==> src/rtl/uart_pkg.sv <==
// Shared constants, CON bit indices, FSM state type and baud divider helper
// for the memory-mapped UART.
package uart_pkg;

   localparam logic [31:0] ADDR_TXD = 32'h4000_0018;
   localparam logic [31:0] ADDR_RXD = 32'h4000_001C;
   localparam logic [31:0] ADDR_CON = 32'h4000_0020;

   localparam int unsigned CON_TX_IE  = 0;
   localparam int unsigned CON_RX_IE  = 1;
   localparam int unsigned CON_RX_VLD = 2;
   localparam int unsigned CON_TX_DN  = 3;
   localparam int unsigned CON_TX_BSY = 4;
   localparam int unsigned CON_OVR    = 5;
   localparam int unsigned CON_FERR   = 6;

   typedef enum logic [1:0] {ST_IDLE, ST_START, ST_DATA, ST_STOP} uart_state_e;

   // Oversample tick fires every calc_div()+1 clock cycles.
   function automatic int unsigned calc_div(input int unsigned clk_hz,
                                            input int unsigned baud,
                                            input int unsigned ovs);
      return clk_hz / (baud * ovs) - 1;
   endfunction

endpackage

==> src/rtl/uart_mmio_if.sv <==
// Data-memory bus port of the UART: strobes, address, store and load data.
interface uart_mmio_if;
   logic        rd_en;
   logic        wr_en;
   logic [31:0] addr;
   logic [31:0] wdata;
   logic [31:0] rdata;

   modport master (output rd_en, output wr_en, output addr, output wdata, input rdata);
   modport slave  (input rd_en, input wr_en, input addr, input wdata, output rdata);
endinterface

==> src/rtl/uart_rx_core.sv <==
// 8N1 receiver: 2-flop synchroniser, oversampled mid-bit sampling, and
// single-cycle byte-valid / frame-error pulses.
module uart_rx_core
   import uart_pkg::*;
#(
   parameter int unsigned DIV = 650,
   parameter int unsigned OVS = 16
) (
   input  logic       clk,
   input  logic       reset,
   input  logic       rx_i,
   output logic [7:0] byte_o,
   output logic       valid_o,
   output logic       ferr_o
);

   localparam logic [15:0] DIV_L    = 16'(DIV);
   localparam logic [7:0]  OVS_LAST = 8'(OVS - 1);
   localparam logic [7:0]  OVS_MID  = 8'(OVS / 2 - 1);

   uart_state_e state_q, state_d;
   logic        s1_q, s2_q, prev_q;
   logic [15:0] div_q, div_d;
   logic [7:0]  os_q, os_d;
   logic [2:0]  bit_q, bit_d;
   logic [7:0]  shift_q, shift_d;
   logic [7:0]  byte_q, byte_d;
   logic        valid_q, valid_d;
   logic        ferr_q, ferr_d;
   logic        tick;

   always_ff @(posedge clk) begin
      if (!reset) begin
         state_q <= ST_IDLE;
         s1_q    <= 1'b1;
         s2_q    <= 1'b1;
         prev_q  <= 1'b1;
         div_q   <= '0;
         os_q    <= '0;
         bit_q   <= '0;
         shift_q <= '0;
         byte_q  <= '0;
         valid_q <= 1'b0;
         ferr_q  <= 1'b0;
      end else begin
         state_q <= state_d;
         s1_q    <= rx_i;
         s2_q    <= s1_q;
         prev_q  <= s2_q;
         div_q   <= div_d;
         os_q    <= os_d;
         bit_q   <= bit_d;
         shift_q <= shift_d;
         byte_q  <= byte_d;
         valid_q <= valid_d;
         ferr_q  <= ferr_d;
      end
   end

   always_comb begin
      state_d = state_q;
      div_d   = div_q;
      os_d    = os_q;
      bit_d   = bit_q;
      shift_d = shift_q;
      byte_d  = byte_q;
      valid_d = 1'b0;
      ferr_d  = 1'b0;
      tick    = (div_q == DIV_L);
      if (state_q != ST_IDLE) begin
         div_d = tick ? '0 : div_q + 16'd1;
         if (tick) os_d = (os_q == OVS_LAST) ? '0 : os_q + 8'd1;
      end
      case (state_q)
         ST_IDLE: begin
            if (prev_q && !s2_q) begin
               state_d = ST_START;
               div_d   = '0;
               os_d    = '0;
            end
         end
         ST_START: begin
            // Realign the tick phase to mid start bit so later samples land mid-bit.
            if (tick && os_q == OVS_MID) begin
               os_d    = '0;
               bit_d   = '0;
               state_d = s2_q ? ST_IDLE : ST_DATA;
            end
         end
         ST_DATA: begin
            if (tick && os_q == OVS_LAST) begin
               shift_d = {s2_q, shift_q[7:1]};
               bit_d   = bit_q + 3'd1;
               if (bit_q == 3'd7) state_d = ST_STOP;
            end
         end
         ST_STOP: begin
            if (tick && os_q == OVS_LAST) begin
               if (s2_q) begin
                  byte_d  = shift_q;
                  valid_d = 1'b1;
               end else begin
                  ferr_d  = 1'b1;
               end
               state_d = ST_IDLE;
            end
         end
         default: state_d = ST_IDLE;
      endcase
   end

   assign byte_o  = byte_q;
   assign valid_o = valid_q;
   assign ferr_o  = ferr_q;

endmodule

==> src/rtl/uart_mmio.sv <==
// Memory-mapped UART: address decode, TXD/RXD/CON registers, 8N1 transmitter
// and interrupt generation; reception is delegated to uart_rx_core.
module uart_mmio
   import uart_pkg::*;
#(
   parameter int unsigned CLK_HZ = 100_000_000,
   parameter int unsigned BAUD   = 9600,
   parameter int unsigned OVS    = 16
) (
   input  logic       sys_clk,
   input  logic       reset,
   uart_mmio_if.slave bus,
   input  logic       uart_rx,
   output logic       uart_tx,
   output logic       irq
);

   localparam int unsigned DIV      = calc_div(CLK_HZ, BAUD, OVS);
   localparam logic [15:0] DIV_L    = 16'(DIV);
   localparam logic [7:0]  OVS_LAST = 8'(OVS - 1);

   uart_state_e tx_state_q, tx_state_d;
   logic [15:0] tx_div_q, tx_div_d;
   logic [7:0]  tx_os_q, tx_os_d;
   logic [2:0]  tx_bit_q, tx_bit_d;
   logic [7:0]  tx_shift_q, tx_shift_d;
   logic        tx_line_q, tx_line_d;
   logic        tx_fin_q, tx_fin_d;
   logic        tx_ie_q, tx_ie_d, rx_ie_q, rx_ie_d;
   logic        rx_valid_q, rx_valid_d, tx_done_q, tx_done_d, tx_busy_q, tx_busy_d;
   logic        ovr_q, ovr_d, ferr_q, ferr_d, irq_q, irq_d;
   logic [7:0]  rx_byte_q, rx_byte_d;
   logic [7:0]  core_byte;
   logic        core_valid, core_ferr;
   logic        con_rd, rxd_rd, txd_wr, con_wr, bit_end;
   logic [31:0] con_word;

   uart_rx_core #(.DIV(DIV), .OVS(OVS)) u_rx (
      .clk     (sys_clk),
      .reset   (reset),
      .rx_i    (uart_rx),
      .byte_o  (core_byte),
      .valid_o (core_valid),
      .ferr_o  (core_ferr)
   );

   assign con_rd = bus.rd_en && (bus.addr == ADDR_CON);
   assign rxd_rd = bus.rd_en && (bus.addr == ADDR_RXD);
   assign txd_wr = bus.wr_en && (bus.addr == ADDR_TXD);
   assign con_wr = bus.wr_en && (bus.addr == ADDR_CON);

   always_ff @(posedge sys_clk) begin
      if (!reset) begin
         tx_state_q <= ST_IDLE;
         tx_div_q   <= '0;
         tx_os_q    <= '0;
         tx_bit_q   <= '0;
         tx_shift_q <= '0;
         tx_line_q  <= 1'b1;
         tx_fin_q   <= 1'b0;
         tx_ie_q    <= 1'b0;
         rx_ie_q    <= 1'b0;
         rx_valid_q <= 1'b0;
         tx_done_q  <= 1'b0;
         tx_busy_q  <= 1'b0;
         ovr_q      <= 1'b0;
         ferr_q     <= 1'b0;
         irq_q      <= 1'b0;
         rx_byte_q  <= '0;
      end else begin
         tx_state_q <= tx_state_d;
         tx_div_q   <= tx_div_d;
         tx_os_q    <= tx_os_d;
         tx_bit_q   <= tx_bit_d;
         tx_shift_q <= tx_shift_d;
         tx_line_q  <= tx_line_d;
         tx_fin_q   <= tx_fin_d;
         tx_ie_q    <= tx_ie_d;
         rx_ie_q    <= rx_ie_d;
         rx_valid_q <= rx_valid_d;
         tx_done_q  <= tx_done_d;
         tx_busy_q  <= tx_busy_d;
         ovr_q      <= ovr_d;
         ferr_q     <= ferr_d;
         irq_q      <= irq_d;
         rx_byte_q  <= rx_byte_d;
      end
   end

   // The line register lags the FSM by one cycle; tx_fin_q delays the
   // busy/done update by the same cycle so flags line up with the pin.
   always_comb begin
      tx_state_d = tx_state_q;
      tx_div_d   = tx_div_q;
      tx_os_d    = tx_os_q;
      tx_bit_d   = tx_bit_q;
      tx_shift_d = tx_shift_q;
      tx_fin_d   = 1'b0;
      bit_end    = (tx_div_q == DIV_L) && (tx_os_q == OVS_LAST);
      if (tx_state_q != ST_IDLE) begin
         tx_div_d = (tx_div_q == DIV_L) ? '0 : tx_div_q + 16'd1;
         if (tx_div_q == DIV_L) tx_os_d = (tx_os_q == OVS_LAST) ? '0 : tx_os_q + 8'd1;
      end
      case (tx_state_q)
         ST_IDLE: begin
            if (txd_wr && !tx_busy_q) begin
               tx_state_d = ST_START;
               tx_shift_d = bus.wdata[7:0];
               tx_div_d   = '0;
               tx_os_d    = '0;
               tx_bit_d   = '0;
            end
         end
         ST_START: if (bit_end) tx_state_d = ST_DATA;
         ST_DATA: begin
            if (bit_end) begin
               tx_shift_d = {1'b0, tx_shift_q[7:1]};
               tx_bit_d   = tx_bit_q + 3'd1;
               if (tx_bit_q == 3'd7) tx_state_d = ST_STOP;
            end
         end
         ST_STOP: begin
            if (bit_end) begin
               tx_state_d = ST_IDLE;
               tx_fin_d   = 1'b1;
            end
         end
         default: tx_state_d = ST_IDLE;
      endcase
      case (tx_state_q)
         ST_START: tx_line_d = 1'b0;
         ST_DATA:  tx_line_d = tx_shift_q[0];
         default:  tx_line_d = 1'b1;
      endcase
   end

   // Clears from register reads are applied first so same-cycle sets win.
   always_comb begin
      tx_ie_d    = tx_ie_q;
      rx_ie_d    = rx_ie_q;
      rx_valid_d = rx_valid_q;
      tx_done_d  = tx_done_q;
      tx_busy_d  = tx_busy_q;
      ovr_d      = ovr_q;
      ferr_d     = ferr_q;
      rx_byte_d  = rx_byte_q;
      if (con_wr) begin
         tx_ie_d = bus.wdata[0];
         rx_ie_d = bus.wdata[1];
      end
      if (con_rd) begin
         tx_done_d = 1'b0;
         ovr_d     = 1'b0;
         ferr_d    = 1'b0;
      end
      if (rxd_rd) rx_valid_d = 1'b0;
      if (txd_wr && !tx_busy_q && tx_state_q == ST_IDLE) tx_busy_d = 1'b1;
      if (tx_fin_q) begin
         tx_busy_d = 1'b0;
         tx_done_d = 1'b1;
      end
      if (core_valid) begin
         if (rx_valid_q && !rxd_rd) ovr_d = 1'b1;
         rx_valid_d = 1'b1;
         rx_byte_d  = core_byte;
      end
      if (core_ferr) ferr_d = 1'b1;
      irq_d = (tx_ie_q & tx_done_q) | (rx_ie_q & rx_valid_q);
   end

   always_comb begin
      con_word             = '0;
      con_word[CON_TX_IE]  = tx_ie_q;
      con_word[CON_RX_IE]  = rx_ie_q;
      con_word[CON_RX_VLD] = rx_valid_q;
      con_word[CON_TX_DN]  = tx_done_q;
      con_word[CON_TX_BSY] = tx_busy_q;
      con_word[CON_OVR]    = ovr_q;
      con_word[CON_FERR]   = ferr_q;
      bus.rdata            = '0;
      if (bus.rd_en) begin
         if (bus.addr == ADDR_CON)      bus.rdata = con_word;
         else if (bus.addr == ADDR_RXD) bus.rdata = {24'b0, rx_byte_q};
      end
   end

   assign uart_tx = tx_line_q;
   assign irq     = irq_q;

endmodule

==> src/flat_wrapper.sv <==
// flat-port wrapper written by rule: the top's interface ports become plain ports
module uart_mmio_flat import uart_pkg::*;
#(
   parameter int unsigned CLK_HZ = 100_000_000,
   parameter int unsigned BAUD   = 9600,
   parameter int unsigned OVS    = 16
)
  (sys_clk, reset, uart_rx, uart_tx, irq, bus_rd_en, bus_wr_en, bus_addr, bus_wdata, bus_rdata);
  uart_mmio_if bus_i ();
  input  logic sys_clk;
  input  logic reset;
  input  logic uart_rx;
  output logic uart_tx;
  output logic irq;
  input wire logic [$bits(bus_i.rd_en)-1:0] bus_rd_en;
  input wire logic [$bits(bus_i.wr_en)-1:0] bus_wr_en;
  input wire logic [$bits(bus_i.addr)-1:0] bus_addr;
  input wire logic [$bits(bus_i.wdata)-1:0] bus_wdata;
  output wire logic [$bits(bus_i.rdata)-1:0] bus_rdata;
  assign bus_i.rd_en = bus_rd_en;
  assign bus_i.wr_en = bus_wr_en;
  assign bus_i.addr = bus_addr;
  assign bus_i.wdata = bus_wdata;
  assign bus_rdata = bus_i.rdata;
  uart_mmio #(.CLK_HZ(CLK_HZ), .BAUD(BAUD), .OVS(OVS)) u_core (.sys_clk(sys_clk), .reset(reset), .bus(bus_i), .uart_rx(uart_rx), .uart_tx(uart_tx), .irq(irq));
endmodule
==> config.mk <==
export PLATFORM = sky130hd
export DESIGN_NAME = uart_mmio_flat
export DESIGN_NICKNAME = d
export VERILOG_FILES = /design/src/rtl/uart_pkg.sv /design/src/rtl/uart_mmio_if.sv /design/src/rtl/uart_rx_core.sv /design/src/rtl/uart_mmio.sv /design/src/flat_wrapper.sv
export SDC_FILE = /design/constraint.sdc
export NUM_CORES = 1
export LEC_CHECK = 0
export CORE_UTILIZATION = 45
export DETAILED_ROUTE_END_ITERATION = 6
export GPL_ROUTABILITY_DRIVEN = 0
export PLACE_DENSITY = 0.8
export SLEW_MARGIN = 20
export SYNTH_ARGS = -nofsm -noshare
export SYNTH_HDL_FRONTEND = slang
export SYNTH_HIERARCHICAL = 1
export SYNTH_SLANG_ARGS = --single-unit
==> constraint.sdc <==
create_clock -name sys_clk -period 5.3 [get_ports sys_clk]
set_input_delay 1.59 -clock sys_clk [delete_from_list [all_inputs] [get_ports sys_clk]]
set_output_delay 1.59 -clock sys_clk [all_outputs]
set_load 0.05 [all_outputs]
Word level (Yosys, flattened, before mapping). Index checks and enable logic that the tools add are counted.

Flip-flop bits (word level): 105. Word-level logic and storage cells: 151. Input bits: 69.

Equality and inequality tests: 26. Multiplexer cells: 56. Reduce and logical (&&, ||, !) cells: 32. Add/subtract/negate cells: 6. Bitwise gates (word level): 4.

Operator list (count): 16-bit 2-to-1 mux (8); 8-bit 2-to-1 mux (13); 32-bit by 31-bit == test with 1-bit output (second input constant) (3); 32-bit 2-to-1 mux (2); 16-bit by 1-bit adder with 16-bit output (second input constant) (2); 16-bit by 10-bit == test with 1-bit output (second input constant) (2); 8-bit one-hot mux with 2 select lines (2); 2-bit 2-to-1 mux (11); 8-bit by 1-bit adder with 8-bit output (second input constant) (2); 8-bit by 4-bit == test with 1-bit output (second input constant) (2); 2-bit one-hot mux with 4 select lines (2); 2-bit nonzero test (7); 3-bit 2-to-1 mux (4); 3-bit one-hot mux with 2 select lines (2); 3-bit AND reduction (4); 1-bit logical AND (11); 1-bit 2-to-1 mux (11); 2-bit by 1-bit inequality test with 1-bit output (second input constant) (5); 2-bit inequality test (second input constant) (5); 5-bit AND reduction (2); 2-bit == test (second input constant) (4); 8-bit by 3-bit == test with 1-bit output (second input constant) (1); 3-bit by 1-bit adder with 3-bit output (second input constant) (2); 3-bit == test (second input constant) (2); 9 further kinds (15).

Depth between registers and ports, before layout.
Word-level depth: 6. Depth in mapped cells: 8.

By module. The synthesis kept the hierarchy.

Modules (own cells, without submodules): uart_mmio (times used 1, cells an instance 367, area each 3136.8 µm²); uart_rx_core (times used 1, cells an instance 262, area each 2298.5 µm²).

Worst setup path before layout. No wires, ideal clock.

Path type: input to output. Start: in bus_addr[1]. End: out bus_rdata[0]. Data arrival time: 3.262 ns. Stages: 5. Buffers on the path: 1. Setup slack: 0.448 ns. Cell sequence: or4_4 -> nor4_4 -> and4_1 -> buf_2 -> a22o_1.

Longest elaborated chain between the ends: 4. Elaborated cells between the ends (all ways): 5.

Ends and longest elaborated chain: start, declared (line flat_wrapper.sv:17) `input wire logic [$bits(bus_i.addr)-1:0] bus_addr;`; 32-bit by 31-bit == test with 1-bit output (line uart_mmio.sv:183) `else if (bus.addr == ADDR_RXD) bus.rdata = {24'b0, rx_byte_q};`; 8-bit 2-to-1 mux (line uart_mmio.sv:183); 32-bit 2-to-1 mux (*) (line uart_mmio.sv:182) `if (bus.addr == ADDR_CON) bus.rdata = con_word;`; 32-bit 2-to-1 mux (*) (line uart_mmio.sv:181) `if (bus.rd_en) begin`; end, declared (line flat_wrapper.sv:19) `output wire logic [$bits(bus_i.rdata)-1:0] bus_rdata;`.

Mark *: on every way between the ends. The rest lies on a longest branch, timed or not.

Worst setup path in the final report.
Start: in bus_addr[10]. End: out bus_rdata[2].

The elaborated chain is that of the path after synthesis.

==> impl_metrics.yaml <==
drt:
  vias: 4739
  drt-total-wl_um: 12100
  antenna_left: 0
  post_drt_wl_per_cell_um: 14.9
  viasPerCell: 5.81
  dr.pass1.iters: 7
  drt_iter0_drc: 437
  drcViolationCount: 3
yosys:
  async_reset_ff_frac: 0
  synthAdderAreaFrac: 0.0322
  yosysWarnings: 6
  ys_types: 63
  synth_top_area_cell: "dfxtp_1"
  yosysMostFrequentCell: "dfxtp_1"
  synth_commonest_cells: "105 x dfxtp_1, 60 x nor2_1, 47 x nand2_1, 35 x nand3_1, 31 x a21oi_1"
  synth_top_area_frac: 0.387
  seq_area_frac_synth: 0.387
  synth_edf_count: 0
  synthXorXnorAreaFrac: 0.0322
  synth_top_family_by_area: "simple AND/OR/NAND/NOR gates"
  syn-cell-area_mm2: 0.00544
  netlist_instances: 629
  synthSimpleGateAreaFrac: 0.264
  syn_area_per_cell_um2: 8.64
  ys_seq_elements: 105
  synth_compound_area_frac: 0.142
  ys.flop_type: "dfxtp_1"
  synth_mux_area_frac: 0.0679
  ys_top_cells_by_area: "dfxtp_1 39%, mux2i_1 5.3%, nor2_1 4.1%"
run:
  maxCapViolations: 0
layout:
  fin_area_mm2: 0.00641
  n_antenna_cell: 0
  multi_input_area_mm2: 0.00305
  area_growth_pct: 17.9
  nets: 751
  regArea_mm2: 0.00210
  n_fill_cell: 1003
  layout-drive-gt1-share: 0.0892
  final_util: 0.552
critical_path:
  slowest_delay_ns: 0.59
  cp_max_fo: 10
  cp-start-kind: "input pin"
  critPathSlowestCell: "or4_4"
  cp.required_ns: 3.71
  crit_buf_inv: 3
  endpoint_kind: "output pin"
  crit_chain: "clkdlybuf4s50_1, or4_4, nor4_4, and4_1, buf_4, a22o_1, buf_12"
  crit_type: "input pin to output pin"
  critPathTopFamily: "simple AND/OR/NAND/NOR gates"
  crit_arrival_ns: 3.64
power_and_ir_drop:
  max-vdd-ir-drop_uv: 217
  p_per_area_mw_per_mm2: 252
  p_leak_uw: 0.00237
run_status:
  status: "finished, violations left"
  violations: "design-rule violations"
global_routing:
  track_usage: 0.196
  antenna_found_initial: 0
  grt_max_degree: 30
  grt_overflow: 0
  grt_pass1_wl_um: 20300
  first_global_vias: 4469
placement:
  placed_cell_area_mm2: 0.00605
  io_buffers: 54
  hpwl_um: 8640
sta:
  fin_tns_setup_ns: 0
  fmax_mhz: 191
  hold_violations: 0
  setup_violations: 0
  worstMarginPinSlew_ns: 0.947
  final_max_slew_viol_count: 0
  final.min_clock_period_ns: 5.23
  slew_headroom: 0.364
  timing.final.crit_share: 0.987
  final.setup_skew_ns: 0.00692
clock_tree:
  cts_hold_buf: 0
  clkSinkCount: 105
  cts_htree_levels: 3
  clk_latency_ns: 0.35
  clockBufferDepth: 2
  ctsRootBufferMaster: "clkbuf_16"
  cts_made_buffers: 9
  clkTransAtPathRegs_ns: 0.07
  cts_tree: "done"
floorplan:
  die-area_mm2: 0.0125
  die_x_um: 112
  core_mm2: 0.0116
  num_rows: 39
  initial_utilization: 0.468
  die_y_um: 112
  io_pins: 103
worst_hold_path:
  hold_path_class: "register to register"
-- path summary, 6_finish.rpt --
kind,depth (start not counted),slack [ns],start,end
worst max-delay path,7,0.07,bus_addr[10],bus_rdata[2]
worst min-delay path,1,0.43,u_core/u_rx/s1_q,u_core/u_rx/s2_q
worst max register to register,5,2.30,u_core/u_rx/div_q[8],u_core/u_rx/bit_q[0]
worst min register to register,1,0.43,u_core/u_rx/s1_q,u_core/u_rx/s2_q
-- flip-flops by register name, indices dropped and copies added, names as in the netlist, 2 cells and up, named ones only --
register and count:
u_core/tx_div_q 16, u_core/u_rx/div_q 16, u_core/u_rx/byte_o 8, u_core/tx_state_q 2, u_core/tx_os_q 8, u_core/tx_shift_q 8, u_core/u_rx/os_q 8, u_core/u_rx/bit_q 3
u_core/u_rx/shift_q 8, u_core/tx_bit_q 3, u_core/rx_byte_q 8
-- layout by cell type (no fill, tap or decap), types with 4 or more instances in the layout --
cell type and count:
xnor2_1 6, inv_1 20, nand4_1 14, nor4_1 9
nand2b_1 6, ha_1 14, mux2i_1 29, a31oi_1 9
a311oi_1 5, inv_6 4, mux2_2 7, nor2_1 60
and3_1 11, dfxtp_1 105, a22o_1 8, a21oi_1 31
a211oi_1 7, o21a_1 8, clkbuf_16 9, o21ai_0 21
clkdlybuf4s50_1 46, or4_4 4, a41oi_1 8, nand2_1 47
buf_4 7, xor2_1 14, or3_1 4, nand3_1 35
and4_1 6, buf_12 8, nor3_1 26, nor4_4 4
conb_1 24
-- power breakdown --
| part | internal, µW | leakage (µW) | switching [µW] |
|---|---|---|---|
| Combinational | 43.3 | 0.00136 | 76.5 |
| Sequential | 791 | 0.000846 | 5.25 |
| Clock | 381 | 0.000156 | 320 |
-- layer usage --
layer	GRT usage	share of wire	vias to the layer above
met4	0.0568	0.011	0
met1	0.230	0.43	2253
met3	0.0463	0.056	13
met5	0	0	-
li1	-	-	2317
met2	0.352	0.51	156
-- cells by family after synthesis --
group,after synthesis
fa+ha+maj,14
buf+inv,78
mux,36
other cells,1
compound gates,115
flops,105
simple gates,260
xor+xnor,20
-- through the flow --
stage                     total power (µW)  instances  hold WS [ns]  setup slack [ns]
after floorplan                        902        652         0.386             0.448
after global placement                 930        799         0.392           -0.0432
after detailed placement               933        799         0.416           -0.0315
after CTS                             1630        816         0.435           0.00906
after global routing                  1680        816         0.453          -0.00152
final                                 1620        816         0.426            0.0691
-- area by class of cell --
cell class	count	area share
Multi-Input combinational cell	469	0.476
Timing Repair Buffer	61	0.105
Clock buffer	9	0.0352
Tap cell	143	0.0279
Sequential cell	105	0.328
Clock inverter	7	0.0145
Inverter	22	0.0129
-- timing repair --
action                     4_1_cts  5_1_grt
gates resized for setup          2        4
buffers inserted                 1        0
pin swaps                        1        0
setup endpoints to repair        8        7
cloned                           0        0
No activity file was read; power rests on OpenSTA's default activity.
